`src/rtl/imuldiv_div_arbiter_pkg.sv`:
```
// Shared types and constants for the two-port divider arbiter.
// Widths match the existing divide request/response message definitions.
package imuldiv_div_arbiter_pkg;

    localparam int unsigned DivReqAWidth       = 32;
    localparam int unsigned DivReqBWidth       = 32;
    localparam int unsigned DivRespResultWidth = 64;
    localparam int unsigned PortIdxWidth       = 1;

    typedef enum logic [1:0] {
        IDLE  = 2'd0,
        ISSUE = 2'd1,
        WAIT  = 2'd2,
        RESP  = 2'd3
    } arb_state_e;

    typedef struct packed {
        logic                    fn;
        logic [DivReqAWidth-1:0] a;
        logic [DivReqBWidth-1:0] b;
    } divreq_msg_t;

    function automatic logic [PortIdxWidth-1:0] other_port(input logic [PortIdxWidth-1:0] port);
        return ~port;
    endfunction

endpackage

```
`src/rtl/imuldiv_rr_arb2.sv`:
```
// Combinational two-input grant; prio picks the winner only when both ports are valid.
module imuldiv_rr_arb2 (
    input  logic val0,
    input  logic val1,
    input  logic prio,
    output logic grant0,
    output logic grant1
);

    always_comb begin
        grant0 = val0 & (~val1 | ~prio);
        grant1 = val1 & (~val0 | prio);
    end

endmodule

```
`src/rtl/imuldiv_div_arbiter.sv`:
```
// Shares one iterative divider between two requesters, one op in flight at a time.
// The result is returned only to the port recorded as owner when the op was accepted.
module imuldiv_div_arbiter
    import imuldiv_div_arbiter_pkg::*;
#(
    parameter bit RR_EN = 1'b1
) (
    input  logic                          clk,
    input  logic                          reset,

    input  logic                          req0_msg_fn,
    input  logic [DivReqAWidth-1:0]       req0_msg_a,
    input  logic [DivReqBWidth-1:0]       req0_msg_b,
    input  logic                          req0_val,
    output logic                          req0_rdy,

    input  logic                          req1_msg_fn,
    input  logic [DivReqAWidth-1:0]       req1_msg_a,
    input  logic [DivReqBWidth-1:0]       req1_msg_b,
    input  logic                          req1_val,
    output logic                          req1_rdy,

    output logic [DivRespResultWidth-1:0] resp0_msg_result,
    output logic                          resp0_val,
    input  logic                          resp0_rdy,

    output logic [DivRespResultWidth-1:0] resp1_msg_result,
    output logic                          resp1_val,
    input  logic                          resp1_rdy,

    output logic                          divreq_msg_fn,
    output logic [DivReqAWidth-1:0]       divreq_msg_a,
    output logic [DivReqBWidth-1:0]       divreq_msg_b,
    output logic                          divreq_val,
    input  logic                          divreq_rdy,

    input  logic [DivRespResultWidth-1:0] divresp_msg_result,
    input  logic                          divresp_val,
    output logic                          divresp_rdy
);

    arb_state_e                    state_q, state_d;
    logic                          prio_q, prio_d;
    logic                          owner_q, owner_d;
    divreq_msg_t                   op_q, op_d;
    logic [DivRespResultWidth-1:0] result_q, result_d;

    logic arb_prio;
    logic grant0, grant1;
    logic resp_hs;

    // Fixed-priority builds pin the pointer so port 0 always wins a tie.
    assign arb_prio = RR_EN ? prio_q : 1'b0;

    imuldiv_rr_arb2 u_rr_arb2 (
        .val0   (req0_val),
        .val1   (req1_val),
        .prio   (arb_prio),
        .grant0 (grant0),
        .grant1 (grant1)
    );

    assign resp_hs = (state_q == RESP) && (owner_q ? resp1_rdy : resp0_rdy);

    always_ff @(posedge clk) begin
        if (reset) begin
            state_q  <= IDLE;
            prio_q   <= 1'b0;
            owner_q  <= 1'b0;
            op_q     <= '0;
            result_q <= '0;
        end else begin
            state_q  <= state_d;
            prio_q   <= prio_d;
            owner_q  <= owner_d;
            op_q     <= op_d;
            result_q <= result_d;
        end
    end

    always_comb begin
        state_d  = state_q;
        prio_d   = prio_q;
        owner_d  = owner_q;
        op_d     = op_q;
        result_d = result_q;
        case (state_q)
            IDLE: begin
                if (grant0 || grant1) begin
                    owner_d = grant1;
                    op_d    = grant1 ? {req1_msg_fn, req1_msg_a, req1_msg_b}
                                     : {req0_msg_fn, req0_msg_a, req0_msg_b};
                    state_d = ISSUE;
                end
            end
            ISSUE: begin
                if (divreq_rdy) begin
                    state_d = WAIT;
                end
            end
            WAIT: begin
                if (divresp_val) begin
                    result_d = divresp_msg_result;
                    state_d  = RESP;
                end
            end
            RESP: begin
                if (resp_hs) begin
                    prio_d  = RR_EN ? other_port(owner_q) : 1'b0;
                    state_d = IDLE;
                end
            end
            default: state_d = IDLE;
        endcase
    end

    always_comb begin
        req0_rdy         = 1'b0;
        req1_rdy         = 1'b0;
        resp0_val        = 1'b0;
        resp1_val        = 1'b0;
        divreq_val       = 1'b0;
        divresp_rdy      = 1'b0;
        divreq_msg_fn    = op_q.fn;
        divreq_msg_a     = op_q.a;
        divreq_msg_b     = op_q.b;
        resp0_msg_result = result_q;
        resp1_msg_result = result_q;
        case (state_q)
            IDLE: begin
                req0_rdy = grant0;
                req1_rdy = grant1;
            end
            ISSUE:   divreq_val  = 1'b1;
            WAIT:    divresp_rdy = 1'b1;
            RESP: begin
                resp0_val = ~owner_q;
                resp1_val = owner_q;
            end
            default: ;
        endcase
    end

    // Protocol invariants the requesters and divider depend on.
    assert property (@(posedge clk) disable iff (reset) !(req0_rdy && req1_rdy));
    assert property (@(posedge clk) disable iff (reset) !(resp0_val && resp1_val));
    assert property (@(posedge clk) disable iff (reset)
        (divreq_val && !divreq_rdy) |=>
            (divreq_val && $stable(divreq_msg_fn) && $stable(divreq_msg_a) && $stable(divreq_msg_b)));
    assert property (@(posedge clk) disable iff (reset)
        (resp0_val && !resp0_rdy) |=> (resp0_val && $stable(resp0_msg_result)));
    assert property (@(posedge clk) disable iff (reset)
        (resp1_val && !resp1_rdy) |=> (resp1_val && $stable(resp1_msg_result)));

endmodule

```
`config.mk`:
```
export PLATFORM = sky130hd
export DESIGN_NAME = imuldiv_div_arbiter
export DESIGN_NICKNAME = d
export VERILOG_FILES = /design/src/rtl/imuldiv_div_arbiter_pkg.sv /design/src/rtl/imuldiv_rr_arb2.sv /design/src/rtl/imuldiv_div_arbiter.sv
export SDC_FILE = /design/constraint.sdc
export NUM_CORES = 1
export LEC_CHECK = 0
export ABC_AREA = 1
export ABC_CLOCK_PERIOD_IN_PS = 2000
export BUFFER_PORTS_ARGS = -buffer_cell sky130_fd_sc_hd__buf_2
export CORE_AREA = 2 2 158 160
export CTS_CLUSTER_DIAMETER = 80
export DETAILED_ROUTE_END_ITERATION = 8
export DIE_AREA = 0 0 160 162
export PLACE_DENSITY = 0.59
export SLEW_MARGIN = 20
export SYNTH_ARGS = -nofsm -noshare
export SYNTH_HDL_FRONTEND = slang
export SYNTH_SLANG_ARGS = --single-unit
```
`constraint.sdc`:
```
create_clock -name clk -period 2 [get_ports clk]
set_input_delay 0.1 -clock clk [delete_from_list [all_inputs] [get_ports clk]]
set_output_delay 0.1 -clock clk [all_outputs]
set_load 0.02 [all_outputs]
```
After elaboration in Yosys (flattened, before gate mapping):

Cells that the tools add are included.

* add/sub/neg operators: 0
* muxes and demuxes: 13
* div/mod/pow operators: 0
* reductions and logical operators: 7
* multipliers: 0
* shift operators: 0
* bitwise operators: 8
* $lt $le $gt $ge: 0
* eq/ne operators: 7

Operator list (count)
* two-way mux 65 bit: 1
* two-way mux 2 bit: 4
* inequality test 2 bit, second input constant: 4
* case mux 2 bit (4 select lines): 1
* two-way mux 1 bit: 7
* AND reduction 2 bit: 3
* equality test 2 bit, second input constant: 2
* NOT 1 bit: 4
* AND reduction 4 bit: 1
* AND 1 bit: 2
* equality test 2 x 1 -> 1 bit, second input constant: 1
* zero test 2 bit: 1
* OR 1 bit: 2
* logical AND 1 bit: 1
* logical OR 1 bit: 1

* bits in latches: 0
* output and inout port bits: 199
* bits in read-only memories: 0
* flip-flop bits (word level): 133
* RAM bits: 0
* memories kept: 0

Depth between registers and ports, before layout:

Gate-level depths: netlist of the first run.

* word-level depth: 6
* gate-level depth with buffers: 10

By module:

Synthesis of the first run repeated with hierarchy kept, for this count alone.

* cells, all modules: 756
* area, all modules: 5675.4 um2

By module, submodules not included
* imuldiv_div_arbiter: area an instance 5655.4 um2, seq. area each 2662.6 um2, cells an instance 751, instances 1
* imuldiv_rr_arb2: area an instance 20.0 um2, seq. area each 0.0 um2, cells an instance 5, instances 1

Worst setup path before layout of the first run:

OpenSTA, ideal clock, no wires.

* path type: reg-to-reg
* start: register state_q[0]
* end: register result_q[56] (netlist: resp0_msg_result[56])
* data arrival time: 1.495 ns
* library setup time: 0.065 ns
* cell stages (with the launch flop): 8
* data required time: 1.935 ns
* slack: 0.440 ns
* cell sequence: dfxtp_1 inv_1 ha_1 nand2_1 clkbuf_1 clkbuf_1 o21ai_0 nor2_1

* longest elaborated chain between the ends: 2

RTL lines
* from (decl): line imuldiv_div_arbiter.sv:42 `arb_state_e state_q, state_d;`
* from (signal assigned): line imuldiv_div_arbiter.sv:73 `state_q <= state_d;`
* equality test 2 bit: line imuldiv_div_arbiter.sv:87 `case (state_q)`
* AND reduction 2 bit (no source line)
* to (signal assigned): line imuldiv_div_arbiter.sv:77 `result_q <= result_d;`
* to (decl): line imuldiv_div_arbiter.sv:46 `logic [DivRespResultWidth-1:0] result_q, result_d;`

No other way between the ends.
A chain may end at the register's enable or synchronous reset.

Worst setup path in the final report of the first run:

* start: register prio_q (netlist: arb_prio)
* end: output port req1_rdy

* longest elaborated chain between the ends: 3

RTL lines
* from (decl): line imuldiv_div_arbiter.sv:43 `logic prio_q, prio_d;`
* from (signal assigned): line imuldiv_div_arbiter.sv:74 `prio_q <= prio_d;`
* OR 1 bit: line imuldiv_rr_arb2.sv:12 `grant1 = val1 & (~val0 | prio);`
* AND 1 bit: line imuldiv_rr_arb2.sv:12
* two-way mux 1 bit: line imuldiv_div_arbiter.sv:129 `case (state_q)`
* to (decl): line imuldiv_div_arbiter.sv:21 `output logic req1_rdy,`

No other way between the ends.

==> results_dict.tcl, run 1 <==
set metrics [dict create \
    syn-mean-instance-area_sq_um 6.66 \
    yosys-top-cells-count "nor2_1, nand2_1, nand3_1" \
    multi_input_area_sq_mm 0.00264 \
    yosysTopAreaCell "dfxtp_1" \
    drc_errors 0 \
    crit_fanout 66 \
    hp-start "req1_msg_b[4]" \
    final-seq-area_sq_mm 0.00266 \
    die_x_um 160 \
    wl_per_cell_um 14.1 \
    clockRootBuffer "clkbuf_16" \
    worstPathRequired_ps 1900 \
    cts_tree "yes" \
    fp.dieH_um 162 \
    final_net_count 1612 \
    drtAntennaViolNets 0 \
    path_class "flip-flop to primary output" \
    cts_buffers 17 \
    total_power_uw 12400 \
    hold_violations 0 \
    fin_crit_sh 0.830 \
    worst_clock_skew_ps 12.3 \
    ys.flop_type "dfxtp_1" \
    max_freq_ghz 0.603 \
    syn_nets 1165 \
    grt_max_degree 68 \
    finalSetupViolations 0 \
    dp.cells 1565 \
    power_density_mw_per_mm2 1220 \
    die-area_sq_mm 0.0259 \
    fin_cells 1743 \
    synth-edff-count 0 \
    grt_pass1_vias 7001 \
    grt_pass1_wl_um 37400 \
    endpoint_kind "primary output" \
    synth_cell_types 17 \
    cts_buffer_depth 2 \
    grt-ovfl-total 0 \
    arrival_ps 1560 \
    synth_area_sq_mm 0.00638 \
    worst_pin_slew_ps 738 \
    vias 7594 \
    p_leak_uw 0.00558 \
    antenna_found_initial 3 \
    io_buffers 400 \
    viasPerCell 4.36 \
    area_growth_pct 59.6 \
    async_flop_share 0 \
    outcome "finished, final reports clean" \
    setup_tns_ps 0 \
    core_area_sq_mm 0.0241 \
    ir_drop_mv 0.631 \
    cts_sinks 133 \
    hold_buffers 145 \
    timing.rr.start "state_q[1]" \
    min_path_type "input pin to flip-flop" \
    htree_levels 4 \
    post-cts-setup-buffer-count 0 \
    clock_latency_ps 410 \
    synth_area_leaders "dfxtp_1, nor2_1, nand3_1, nand2_1, buf_4" \
    layout-drive-gt1-share 0.314 \
    start_util 0.265 \
    wirelength_um 24600 \
    synth_top_area_frac 0.417 \
    pin_count 401 \
    max-cap-violations 0 \
    period_minus_slack_ps 1660 \
    drt-pass1-iter-count 5 \
    slew_headroom 0.508 \
    ys_seq_elements 133 \
    ys_warn_count 0 \
    grt_setup_unrepaired "no" \
    crit_start "arb_prio" \
    netlist_instances 958 \
    synth_most_common_cell "nor2_1" \
    holdWs_ps 21.6 \
    ctsResizeCount 0 \
    cts.clk_slew.worst_paths_ps 70 \
    drv_slew 0 \
    place_congestion 0.833 \
    grt_usage 0.181 \
    seq_area_frac_synth 0.417 \
    drtIter0Drc 470 \
    critPathLaunchType "flip-flop" \
    nFillCells 2462 \
    num_rows 57 \
    hpwl_um 16400 \
]
-- critical path: stages (launching register included) --
cell and delay, ps:
dfxtp_1 380, inv_1 70, nand2_2 90, buf_12 240
nand3_1 110, inv_1 80, buf_2 170
-- logic make-up after synthesis --
group | count (synthesis) | synth area share
AOI/OAI and AO/OA | 71 | 0.0571
adders and majority gates | 5 | 0.00980
and+or+nand+nor | 542 | 0.345
DFF | 133 | 0.417
buffers and inverters | 207 | 0.171
-- final timing paths --
kind | end | slack [ps] | cells past startpoint
max reg2reg | divreq_msg_b[11] | 400 | 8
max | req1_rdy | 340 | 6
min | divreq_msg_b[4] | 20 | 5
min reg2reg | resp0_msg_result[38] | 500 | 2
-- cell usage in the layout, fill, tap and decap left out, types with 4 or more instances in the layout --
| cell type | synthesis | final |
|---|---|---|
| buf_2 | 19 | 400 |
| nor2_1 | 265 | 265 |
| dlygate4sd3_1 | 0 | 145 |
| nand2_1 | 143 | 140 |
| nand3_1 | 134 | 134 |
| dfxtp_1 | 133 | 133 |
| inv_1 | 79 | 78 |
| o21ai_0 | 65 | 65 |
| clkbuf_16 | 0 | 17 |
| buf_12 | 0 | 6 |
| ha_1 | 5 | 5 |
| clkinv_4 | 0 | 5 |
| buf_4 | 71 | 4 |
-- metal layers --
layer | up-vias | part of all wire | global-route usage
met5 | - | 0.00053 | 0
met2 | 348 | 0.48 | 0.307
met1 | 3396 | 0.40 | 0.206
met4 | 2 | 0.027 | 0.0766
met3 | 49 | 0.090 | 0.0664
li1 | 3799 | - | -
-- cell type report --
type / count / share of cell area
timing repair buffer: 555 / 0.354
inverter: 80 / 0.0295
clock buffer: 20 / 0.0438
sequential: 133 / 0.261
clock inverter: 12 / 0.0120
tap: 324 / 0.0398
antenna: 1 / 0.000246
multi-input combinational: 618 / 0.260
-- power by group --
group	switching (uW)	internal [uW]
Combinational	3540	1900
Sequential	490	3440
Clock	1270	1770
Total	5300	7110
-- registers in the layout, summed over array words and instances (netlist names) --
| signal | flops |
|---|---|
| arb_prio | 1 |
| divreq_msg_a | 32 |
| divreq_msg_b | 32 |
| divreq_msg_fn | 1 |
| owner_q | 1 |
| resp0_msg_result | 64 |
| state_q | 2 |
-- per-stage QoR --
stage	util	area (sq um)	setup slack, ps
after global placement	0.339	8160	447
after detailed placement	0.339	8160	407
after floorplan	-	6380	440
final	0.423	10200	341
after CTS	0.423	10200	260
after global routing	0.423	10200	134
Note: power is estimated with default switching activity, not from simulation.
==> run 2, diff against run 1 <==
--- a/config.mk
+++ b/config.mk
@@ -5,14 +5,14 @@
 export SDC_FILE = /design/constraint.sdc
 export NUM_CORES = 1
 export LEC_CHECK = 0
-export ABC_AREA = 1
-export ABC_CLOCK_PERIOD_IN_PS = 2000
+export ABC_AREA = 0
+export ABC_CLOCK_PERIOD_IN_PS = 1600
 export BUFFER_PORTS_ARGS = -buffer_cell sky130_fd_sc_hd__buf_2
-export CORE_AREA = 2 2 158 160
+export CORE_AREA = 2 2 155 157
 export CTS_CLUSTER_DIAMETER = 80
 export DETAILED_ROUTE_END_ITERATION = 8
-export DIE_AREA = 0 0 160 162
-export PLACE_DENSITY = 0.59
+export DIE_AREA = 0 0 157 159
+export PLACE_DENSITY = 0.6
 export SLEW_MARGIN = 20
 export SYNTH_ARGS = -nofsm -noshare
 export SYNTH_HDL_FRONTEND = slang
==> constraint.sdc (replaced) <==
create_clock -name clk -period 1.6 [get_ports clk]
set_input_delay 0.08 -clock clk [delete_from_list [all_inputs] [get_ports clk]]
set_output_delay 0.08 -clock clk [all_outputs]
set_load 0.02 [all_outputs]
==> run 2 against run 1 <==
  * Clock power is 39% higher
  * Core utilization rose by 4.3 points
  * Critical path type is now flip-flop to flip-flop
  * Worst hold slack lost 12 ps
  * Critical endpoint is now divreq_msg_b[4]
==> results_dict.tcl, run 2 <==
set metrics [dict create \
    hpwl_um 15800 \
    syn-mean-instance-area_sq_um 8.16 \
    slew_headroom 0.493 \
    worst_pin_slew_ps 761 \
    ys_seq_elements 133 \
    drc_errors 0 \
    fin_cells 1595 \
    postLayoutCellArea_sq_mm 0.0108 \
    largest_reg_flops 64 \
    die-area_sq_mm 0.0250 \
    drv_slew 0 \
    grt_pass1_wl_um 38500 \
    wirelength_um 25900 \
    synth_cell_types 28 \
    clockRootBuffer "clkbuf_16" \
    antenna_found_initial 0 \
    diodes 0 \
    dp.cells 1361 \
    clock_latency_ps 410 \
    fp.dieH_um 159 \
    grt_pass1_vias 7370 \
    viasPerCell 4.69 \
    grt_max_degree 127 \
    final_cell_mix "buf_2, dlygate4sd3_1, dfxtp_1" \
    finalSetupViolations 0 \
    layout_commonest_cell "buf_2" \
    drt-pass1-iter-count 7 \
    crit_path_top_delay_cell "dfxtp_4" \
    place_area_sq_mm 0.00803 \
    setup_tns_ps 0 \
    min_path_type "input pin to flip-flop" \
    start_util 0.266 \
    wl_per_cell_um 16.3 \
    period_minus_slack_ps 1530 \
    max-cap-violations 0 \
    power_density_mw_per_mm2 1370 \
    grt_usage 0.191 \
    area_growth_pct 75.0 \
    ir_drop_mv 0.752 \
    syn_nets 963 \
    crit_fanout 126 \
    yosysTopAreaCell "dfxtp_1" \
    netlist_instances 756 \
    hold_violations 0 \
    path_cells "nor2b_4, clkbuf_16, o21ai_0, a311oi_1" \
    io_buffers 400 \
    worst_clock_skew_ps 8.89 \
    outcome "finished, final reports clean" \
    cts_sinks 133 \
    core_area_sq_mm 0.0232 \
    utilization 0.465 \
    yosys-top-cells-count "dfxtp_1, nand2_1, buf_4" \
    seq_area_frac_synth 0.432 \
    pin_count 401 \
    synth_area_leaders "dfxtp_1, a311oi_1, buf_4, nand3b_1, nand2_1" \
    cts.clk_slew.worst_paths_ps 60 \
    ys_warn_count 0 \
    max_stage_delay_ps 360 \
    critPathLaunchType "flip-flop" \
    ys.flop_type "dfxtp_1" \
    arrival_ps 1830 \
    max_freq_ghz 0.654 \
    layout-drive-gt1-share 0.375 \
    die_x_um 157 \
    synth_top_area_frac 0.432 \
    endpoint_kind "flip-flop" \
    grt-ovfl-total 0 \
    worstPathRequired_ps 1900 \
    drtIter0Drc 449 \
    p_leak_uw 0.00490 \
    cts_tree "yes" \
    cts_buffer_depth 2 \
    cts_buffers 17 \
    fin_crit_sh 0.956 \
    async_flop_share 0 \
    path_class "flip-flop to flip-flop" \
    synth_area_sq_mm 0.00617 \
    drtAntennaViolNets 0 \
    place_congestion 0.781 \
    vias 7475 \
    num_rows 56 \
    synth_most_common_cell "dfxtp_1" \
    final_net_count 1470 \
    htree_levels 4 \
    synth-edff-count 0 \
]
## run 2: cell types whose count changed after synthesis, moves of 12 or more
| cell | change |
|---|---|
| a311oi_1 | +65 |
| nand3_1 | -134 |
| nand2_1 | -12 |
| a21oi_1 | +63 |
| inv_1 | -75 |
| nor2_1 | -198 |
| nand3b_1 | +66 |
## run 2: where the power goes
| group | switching, uW | internal [uW] | leakage, uW |
|---|---|---|---|
| Clock | 1590 | 2630 | 0.000298 |
| Combinational | 3490 | 2430 | 0.00351 |
| Sequential | 494 | 4130 | 0.00109 |
| Total | 5570 | 9180 | 0.00490 |
## run 2: final timing paths
check	from	end	slack, ps	depth (start not counted)
max	arb_prio	divreq_msg_b[4]	70	4
min	req1_msg_a[2]	divreq_msg_a[2]	9	3
max reg2reg	arb_prio	divreq_msg_b[4]	70	4
min reg2reg	resp0_msg_result[12]	resp0_msg_result[12]	460	2
## run 2: logic make-up (layout without fill, tap and decap cells)
kind of cell	after synthesis	in the layout	synth area share
and+or+nand+nor	275	275	0.214
AOI/OAI and AO/OA	201	203	0.206
buffers and inverters	139	657	0.133
DFF	133	133	0.432
adders and majority gates	5	5	0.0101
muxes	3	3	0.00487
## run 2: through the flow
| step | power (uW) | setup WS (ps) | hold WS [ps] |
|---|---|---|---|
| after floorplan | 8000 | 32.5 | 216 |
| after global placement | 9640 | 47.7 | 321 |
| after detailed placement | 9710 | -15.6 | 327 |
| after CTS | 14400 | -0.256 | 0.931 |
| after global routing | 15600 | -9.97 | 14.7 |
| final | 14800 | 70.4 | 9.24 |
## run 2: what timing repair did
item,4_1_cts,5_1_grt
cloned,0,5
endpoints found under the setup margin,17,60
hold buffers,194,0
endpoints found under the hold margin,130,0
resized for setup,4,15
pin swaps,0,3
buffers inserted,2,1
## run 2: final cells by class
| class | count | area, sq um |
|---|---|---|
| Timing Repair Buffer | 621 | 4310 |
| Sequential cell | 133 | 2670 |
| Inverter | 4 | 15.0 |
| Multi-Input combinational cell | 486 | 2770 |
| Clock inverter | 14 | 196 |
| Tap cell | 319 | 399 |
| Fill cell | 2163 | 12400 |
| Clock buffer | 18 | 429 |
## run 2: critical path: cells and delay by family (launching register included)
family / cells / cell delay, ps
AO/OA/AOI/OAI: 2 / 520
buffers and inverters: 1 / 310
flip-flops: 1 / 360
AND/OR/NAND/NOR: 1 / 140
## run 2: routing by layer
metal	global-route usage	wire length [um]	part of all wire	vias up
li1	-	-	-	3589
met1	0.221	10300	0.40	3418
met2	0.321	12400	0.48	399
met3	0.0509	2130	0.082	69
met4	0.101	1130	0.044	0
met5	0	0	0	-
